**config.mk**
```make
export PLATFORM = sky130hd
export DESIGN_NAME = uart_tx
export DESIGN_NICKNAME = d
export VERILOG_FILES = /design/src/rtl/uart_pkg.sv /design/src/rtl/uart_baud_counter.sv /design/src/rtl/uart_tx.sv
export SDC_FILE = /design/constraint.sdc
export NUM_CORES = 1
export LEC_CHECK = 0
export ABC_AREA = 1
export CAP_MARGIN = 20
export CORE_ASPECT_RATIO = 0.75
export CORE_MARGIN = 2
export CORE_UTILIZATION = 55
export CTS_CLUSTER_DIAMETER = 60
export DETAILED_ROUTE_END_ITERATION = 12
export PLACE_DENSITY = 0.75
export SLEW_MARGIN = 15
export SYNTH_ARGS = -nofsm -noshare
export SYNTH_HDL_FRONTEND = slang
export SYNTH_SLANG_ARGS = --single-unit
```
**constraint.sdc**
```tcl
create_clock -name clock -period 3.9 [get_ports clock]
set_input_delay 0.585 -clock clock [delete_from_list [all_inputs] [get_ports clock]]
set_output_delay 0.585 -clock clock [all_outputs]
set_load 0.02 [all_outputs]
```
**src/rtl/uart_pkg.sv**
```systemverilog
// Shared UART definitions: FSM state encoding and framing constants.
// Used by both the transmitter and the receiver.
package uart_pkg;

   typedef enum logic [1:0] {
      IDLE  = 2'd0,
      START = 2'd1,
      DATA  = 2'd2,
      STOP  = 2'd3
   } uart_state_e;

   localparam int UART_CLOCK_BIT_DEFAULT = 5208;
   localparam int UART_DATA_BITS         = 8;

endpackage

```
**src/rtl/uart_baud_counter.sv**
```systemverilog
// Bit-period counter: runs 0..uart_clock_bit-1, wraps, and flags the last cycle of each bit.
// Holding clear keeps it at 0 so the next bit starts on a full period.
module uart_baud_counter
   import uart_pkg::*;
#(
   parameter int uart_clock_bit = UART_CLOCK_BIT_DEFAULT
) (
   input  logic clock,
   input  logic reset,
   input  logic clear,
   output logic tick
);

   localparam int                 CNT_W    = (uart_clock_bit > 1) ? $clog2(uart_clock_bit) : 1;
   localparam logic [CNT_W-1:0]   CNT_LAST = CNT_W'(uart_clock_bit - 1);

   logic [CNT_W-1:0] cnt_q;
   logic [CNT_W-1:0] cnt_d;

   always_comb begin
      cnt_d = cnt_q + 1'b1;
      if (clear || (cnt_q == CNT_LAST)) begin
         cnt_d = '0;
      end
   end

   always_ff @(posedge clock or negedge reset) begin
      if (!reset) begin
         cnt_q <= '0;
      end else begin
         cnt_q <= cnt_d;
      end
   end

   assign tick = (cnt_q == CNT_LAST) && !clear;

endmodule

```
**src/rtl/uart_tx.sv**
```systemverilog
// 8N1 UART transmitter, LSB first, with a one-entry holding register so frames
// can run back to back without an idle gap. All outputs come straight from flops.
module uart_tx
   import uart_pkg::*;
#(
   parameter int uart_clock_bit = UART_CLOCK_BIT_DEFAULT
) (
   input  logic                      clock,
   input  logic                      reset,
   input  logic                      write,
   input  logic [UART_DATA_BITS-1:0] writedata,
   output logic                      tx,
   output logic                      ready,
   output logic                      busy,
   output logic                      done
);

   localparam logic [2:0] LAST_BIT = 3'(UART_DATA_BITS - 1);

   uart_state_e               state_q;
   logic [UART_DATA_BITS-1:0] shift_q;
   logic [UART_DATA_BITS-1:0] hold_q;
   logic [2:0]                bit_q;
   logic                      tx_q;
   logic                      ready_q;
   logic                      busy_q;
   logic                      done_q;

   logic baud_clear;
   logic baud_tick;
   logic accept;

   // Counter idles at 0, so START always begins on a fresh bit period.
   assign baud_clear = (state_q == IDLE);
   assign accept     = write && ready_q;

   uart_baud_counter #(
      .uart_clock_bit(uart_clock_bit)
   ) u_baud (
      .clock(clock),
      .reset(reset),
      .clear(baud_clear),
      .tick (baud_tick)
   );

   always_ff @(posedge clock or negedge reset) begin
      if (!reset) begin
         state_q <= IDLE;
         shift_q <= '0;
         hold_q  <= '0;
         bit_q   <= '0;
         tx_q    <= 1'b1;
         ready_q <= 1'b1;
         busy_q  <= 1'b0;
         done_q  <= 1'b0;
      end else begin
         done_q <= 1'b0;

         // Mid-frame writes queue into the holding register; on the final stop
         // cycle an accepted write goes straight to the shifter instead.
         if (accept && (state_q != IDLE) && !((state_q == STOP) && baud_tick)) begin
            hold_q  <= writedata;
            ready_q <= 1'b0;
         end

         case (state_q)
            IDLE: begin
               if (accept) begin
                  shift_q <= writedata;
                  state_q <= START;
                  tx_q    <= 1'b0;
                  busy_q  <= 1'b1;
               end
            end
            START: begin
               if (baud_tick) begin
                  state_q <= DATA;
                  bit_q   <= '0;
                  tx_q    <= shift_q[0];
               end
            end
            DATA: begin
               if (baud_tick) begin
                  if (bit_q == LAST_BIT) begin
                     state_q <= STOP;
                     tx_q    <= 1'b1;
                  end else begin
                     shift_q <= shift_q >> 1;
                     tx_q    <= shift_q[1];
                     bit_q   <= bit_q + 1'b1;
                  end
               end
            end
            STOP: begin
               if (baud_tick) begin
                  done_q <= 1'b1;
                  if (!ready_q) begin
                     shift_q <= hold_q;
                     ready_q <= 1'b1;
                     state_q <= START;
                     tx_q    <= 1'b0;
                  end else if (accept) begin
                     shift_q <= writedata;
                     state_q <= START;
                     tx_q    <= 1'b0;
                  end else begin
                     state_q <= IDLE;
                     busy_q  <= 1'b0;
                  end
               end
            end
            default: begin
               state_q <= IDLE;
               tx_q    <= 1'b1;
               busy_q  <= 1'b0;
            end
         endcase
      end
   end

   assign tx    = tx_q;
   assign ready = ready_q;
   assign busy  = busy_q;
   assign done  = done_q;

endmodule

```
==> impl_metrics.toml, run 1 <==
[synthesis]
synth-seq-cells = 38
syn-cell-area_um2 = 2110
yosys_warnings = 0
synth_nets = 287
avgSynthCellArea_um2 = 7.84
ys_seq_area_frac = 0.452
syn_inst = 269
synth.distinct_cells = 31

[grt]
antenna_found_initial = 0
grt_max_degree = 39
grt_pass1_wl_mm = 7.87
globalRouteOverflowTotal = 0
grt_pass1_vias = 1785
track_usage = 0.235

[die]
die_area_um2 = 4350
core_um2 = 3660
row_count = 19
dieWidth_um = 75.5
chipHeight_um = 57.6
initial_core_util = 0.576
io_pins = 15

[place]
dpl.hpwl_mm = 3.02
placedCellCount = 331
dpl_cell_area_um2 = 2280
place_ws_ps = 1710
port_buffers = 14
gp_congestion = 0.846

[critical_path]
cpMaxStageDelayCell = "clkdlybuf4s50_1"
slowest_delay_ps = 610
startpoint_type = "register"
cp-end-kind = "output pin"
critPathKind = "reg2out"
rrSetupSlack_ps = 1840
path_max_fanout = 6
critPathTopFamily = "buffers and inverters"
crit_buf_inv = 1
cp_cell_sequence = "clkdlybuf4s50_1"
required_ps = 3310
rr_worst_depth = 7
r2r-end = "shift_q[1]"
timing.rr.start = "state_q[0]"
cp.arrival_ps = 1490

[timing]
drv_slew = 0
fin_ws_ps = 1820
holdWs_ps = 391
max_freq_ghz = 0.481
relSlewSlack = 0.435
grt_setup_unrepaired = "false"
period_needed_ps = 2080
fin_skew_ps = 4.78
setup_viol = 0
tightest_slew_ps = 847
period_share = 0.533
final_hold_viol_count = 0
setup_tns_ps = 0

[clock_network]
cts_resized = 0
clk_pin_slew_ps = 80
cts_setup_buffers = 0
numCtsBuffers = 5
cts-hold-fix-buffers = 0
insertion_delay_ps = 300
root_buffer = "clkbuf_8"
htreeDepth = 2
cts_tree = "yes"
cts_sinks = 38
clk_path_buf_depth = 2

[power_and_ir_drop]
switching_power_uw = 566
powerDensity_nw_per_um2 = 610
swShare = 0.384
leakagePower_nw = 1.21
pwr-share-comb = 0.347
p_total_mw = 1.47
irDropWorstVdd_v = 0.000453
p_int_uw = 908
seqPwrFrac = 0.377
pwr-share-clk = 0.276

[final_layout]
finalInstanceArea_um2 = 2420
instances_no_fill = 339
fillers = 333
diodes = 0
final_common_cell = "nand2_1"
utilization = 0.661
nNetsFinal = 304
drive_above_1_share = 0.111
layout_common_cells = "nand2_1 (91), nand3_1 (38), dfrtp_1 (36), inv_1 (24), nor2_1 (14)"
area_growth_pct = 14.7

[min_path]
hp-class = "in2async"

[route]
vias_per_cell = 5.25
num_vias = 1780
drtAntennaViolNets = 0
firstDrtPassIters = 4
drt_iter0_markers = 79
post-route-drc-count = 0
drt_wl_total_mm = 4.27
wl_per_cell_um = 12.6

[flow_run]
drv_cap = 0

[status]
status = "finished, final reports clean"
layout make-up:
cell class | instances | area [um^2] | area share
tap | 52 | 65.1 | 0.0269
clock buffer | 5 | 68.8 | 0.0285
timing repair buffer | 14 | 135 | 0.0559
inverter | 26 | 97.6 | 0.0404
multi-input combinational | 201 | 1030 | 0.426
sequential | 38 | 953 | 0.394
clock inverter | 3 | 68.8 | 0.0285
sequential cells by signal (all words and copies together) (netlist names):
| register | flops |
|---|---|
| done | 1 |
| shift_q | 8 |
| u_baud.cnt_q | 13 |
| state_q | 2 |
| bit_q | 3 |
| busy | 1 |
| hold_q | 8 |
| tx | 1 |
| ready | 1 |
power by group through the flow:
stage | combinational, mW | sequential [mW] | clock [mW]
2_1_floorplan | 0.394 | 0.547 | 0
3_3_place_gp | 0.495 | 0.559 | 0
3_5_place_dp | 0.506 | 0.558 | 0
4_1_cts | 0.511 | 0.554 | 0.414
5_1_grt | 0.590 | 0.565 | 0.432
6_report | 0.512 | 0.556 | 0.406
cell usage after synthesis:
library cell,instances,area [um^2]
xnor2_1,1,8.76
nor3_1,2,10.0
dfstp_2,2,52.6
nor3_2,3,30.0
nand2_4,2,22.5
or2_0,1,6.26
nor2_1,14,52.6
or2_2,4,25.0
clkbuf_1,1,3.75
o21ai_1,2,10.0
ha_1,7,87.6
nor2_2,6,37.5
o22ai_1,1,6.26
nand4_1,4,25.0
inv_2,2,7.51
buf_2,1,5.00
o21ai_0,5,25.0
nand3_1,38,190
xor2_1,2,17.5
buf_6,1,11.3
nor3b_2,1,12.5
and2_1,1,6.26
dfrtp_1,36,901
nand4_2,1,12.5
a21oi_1,3,15.0
nand2_1,91,342
nand2_2,2,12.5
nor3b_1,2,15.0
o211ai_1,8,60.1
buf_4,1,7.51
inv_1,24,90.1
routing by layer:
layer,GRT usage,part of all wire
met5,0,0
met4,0.0627,0.016
met3,0.0678,0.058
met2,0.357,0.44
met1,0.333,0.49
worst reg2reg max path: stages (launching register included):
cell	delay, ps
dfrtp_1	460
inv_1	120
ha_1	420
nand2_1	230
o21ai_1	370
nand2_2	210
nand2_1	110
nand2_1	50
kinds of logic (layout without fill, tap and decap cells):
group	Yosys count	in the layout	share of synthesized area
AND/OR/NAND/NOR	172	172	0.379
flip-flops	38	38	0.452
buffers and inverters	30	48	0.0593
AO/OA/AOI/OAI	19	19	0.0552
adder cells (fa/ha/maj)	7	7	0.0415
XOR/XNOR	3	3	0.0125
worst max path at each step:
stage	slack (ps)	endpoint	start	cells after the start
3_5_place_dp	1710	shift_q[2]	write	7
6_report	1820	ready	ready	1
4_1_cts	1810	ready	ready	1
3_3_place_gp	1720	shift_q[4]	write	7
5_1_grt	1580	shift_q[3]	state_q[0]	7
2_1_floorplan	2320	shift_q[0]	bit_q[0]	8
Power figures use the tool's default switching activity.
==> inputs of run 2 (changes only) <==
- CORE_UTILIZATION: 55 -> 52
- clock period: 3.9 -> 1.9 ns (I/O delays scaled with it)
==> run 2 against run 1 <==
  * Core utilization is 2.8 points lower
  * Clock skew is 0.51 ps higher
  * Combinational power is 140% higher
  * Setup slack got worse by 1700 ps
  * Power is 120% higher
  * Sequential share of layout area decreased by 1.5 points
  * Count of clock-buffer cells in the layout did not move
==> impl_metrics.toml, run 2 (same netlist as run 1, synthesis figures left out) <==
[status]
status = "finished, final reports clean"

[die]
dieWidth_um = 77.5
chipHeight_um = 59.1
row_count = 20
initial_core_util = 0.530
core_um2 = 3980
io_pins = 15
die_area_um2 = 4590

[final_layout]
top_register = "u_baud.cnt_q"
multi_input_area_um2 = 1030
area_growth_pct = 19.4
final_common_cell = "nand2_1"
top_regs = "u_baud.cnt_q: 13 flops, hold_q: 8 flops, shift_q: 8 flops"
fillers = 357
finalInstanceArea_um2 = 2520
nNetsFinal = 314
layout_common_cells = "nand2_1 (89), nand3_1 (38), dfrtp_1 (36), inv_1 (24), nor2_1 (14)"
diodes = 0
register_area_um2 = 953
drive_above_1_share = 0.145
largest_register_ffs = 13

[timing]
setup_tns_ps = 0
grt_setup_unrepaired = "false"
setup_viol = 0
tightest_slew_ps = 392
fin_skew_ps = 5.29
period_share = 0.932
period_needed_ps = 1770
drv_slew = 0
final_hold_viol_count = 0
relSlewSlack = 0.738
holdWs_ps = 472
max_freq_ghz = 0.565

[grt]
grt_pass1_wl_mm = 8.07
track_usage = 0.229
grt_max_degree = 39
globalRouteOverflowTotal = 0
antenna_found_initial = 0
grt_pass1_vias = 1753

[route]
vias_per_cell = 5.23
drtAntennaViolNets = 0
firstDrtPassIters = 4
wl_per_cell_um = 13.3
num_vias = 1842
post-route-drc-count = 0
drt_wl_total_mm = 4.68
drt_iter0_markers = 116

[flow_run]
drv_cap = 0

[critical_path]
cp-end-kind = "register"
startpoint_type = "register"
cp.arrival_ps = 2000
required_ps = 2130
path_max_fanout = 11
critPathKind = "reg2reg"

[min_path]
hp-class = "reg2reg"

[place]
port_buffers = 14
dpl_cell_area_um2 = 2360
dpl.hpwl_mm = 3.35
gp_congestion = 0.834

[clock_network]
clk_pin_slew_ps = 80
cts_sinks = 38
insertion_delay_ps = 290
htreeDepth = 2
cts_tree = "yes"
clk_path_buf_depth = 2
root_buffer = "clkbuf_8"
numCtsBuffers = 5

[power_and_ir_drop]
leakagePower_nw = 1.26
powerDensity_nw_per_um2 = 1260
irDropWorstVdd_v = 0.000641
-- run 2: cell types whose count changed in the layout (fill, tap and decap cells not counted), sizes merged --
cell	change
dlygate4sd3	+1
buf	+9
-- run 2: worst paths after layout --
kind                       depth (start not counted)  slack [ps]              end       start
hold / removal                                     2         470               tx          tx
max in group asynchronous                          3        1150               tx       reset
setup reg to reg                                   9         130        hold_q[2]  state_q[0]
min in group asynchronous                          3         490  u_baud.cnt_q[5]       reset
setup / recovery                                   9         130        hold_q[2]  state_q[0]
hold reg to reg                                    2         470               tx          tx
-- run 2: critical path: stages (launching register included) --
cell and delay [ps]:
dfrtp_1 460, inv_1 90, ha_1 270, inv_1 140, nand4_2 190, inv_2 150, nand2_4 120, nand2_4 150
nand2_1 70, nand2_1 60
-- run 2: repair_timing --
item                                   in CTS  in global routing
hold buffers                                1                  0
setup buffers                               0                  0
endpoints found under the hold margin      36                  0
gates resized for setup                     0                  2
setup endpoints to repair                   0                  8
-- run 2: through the flow --
step	total power, mW	cells	utilization	setup slack [ps]
6_report	3.18	352	0.633	130
5_1_grt	3.42	352	0.633	10.5
4_1_cts	3.18	352	0.631	109
3_5_place_dp	2.34	343	0.594	124
3_3_place_gp	2.30	343	0.594	148
2_1_floorplan	1.93	269	-	318
-- run 2: power breakdown --
group | total [mW] | switching [mW] | internal [mW]
Sequential | 1.13 | 0.132 | 1.00
Clock | 0.819 | 0.293 | 0.526
Combinational | 1.23 | 0.802 | 0.426
-- run 2: cell type report --
| class | instances | area share |
|---|---|---|
| Multi-Input combinational cell | 201 | 0.411 |
| Sequential cell | 38 | 0.379 |
| Timing Repair Buffer | 24 | 0.0895 |
| Inverter | 26 | 0.0388 |
| Clock buffer | 5 | 0.0273 |
| Clock inverter | 3 | 0.0273 |
| Tap cell | 55 | 0.0273 |
-- run 2: per-layer routing --
metal,GRT usage,share of wire,wire length (um)
met1,0.332,0.51,2380
met2,0.342,0.42,1950
met4,0.0791,0.0041,19
met5,0,0,0
met3,0.0518,0.070,329
==> inputs of run 3 (changes only) <==
- CAP_MARGIN: 20 -> not set
==> results of run 3 <==
The final DEF is identical to that of run 2; final timing and power are the same.
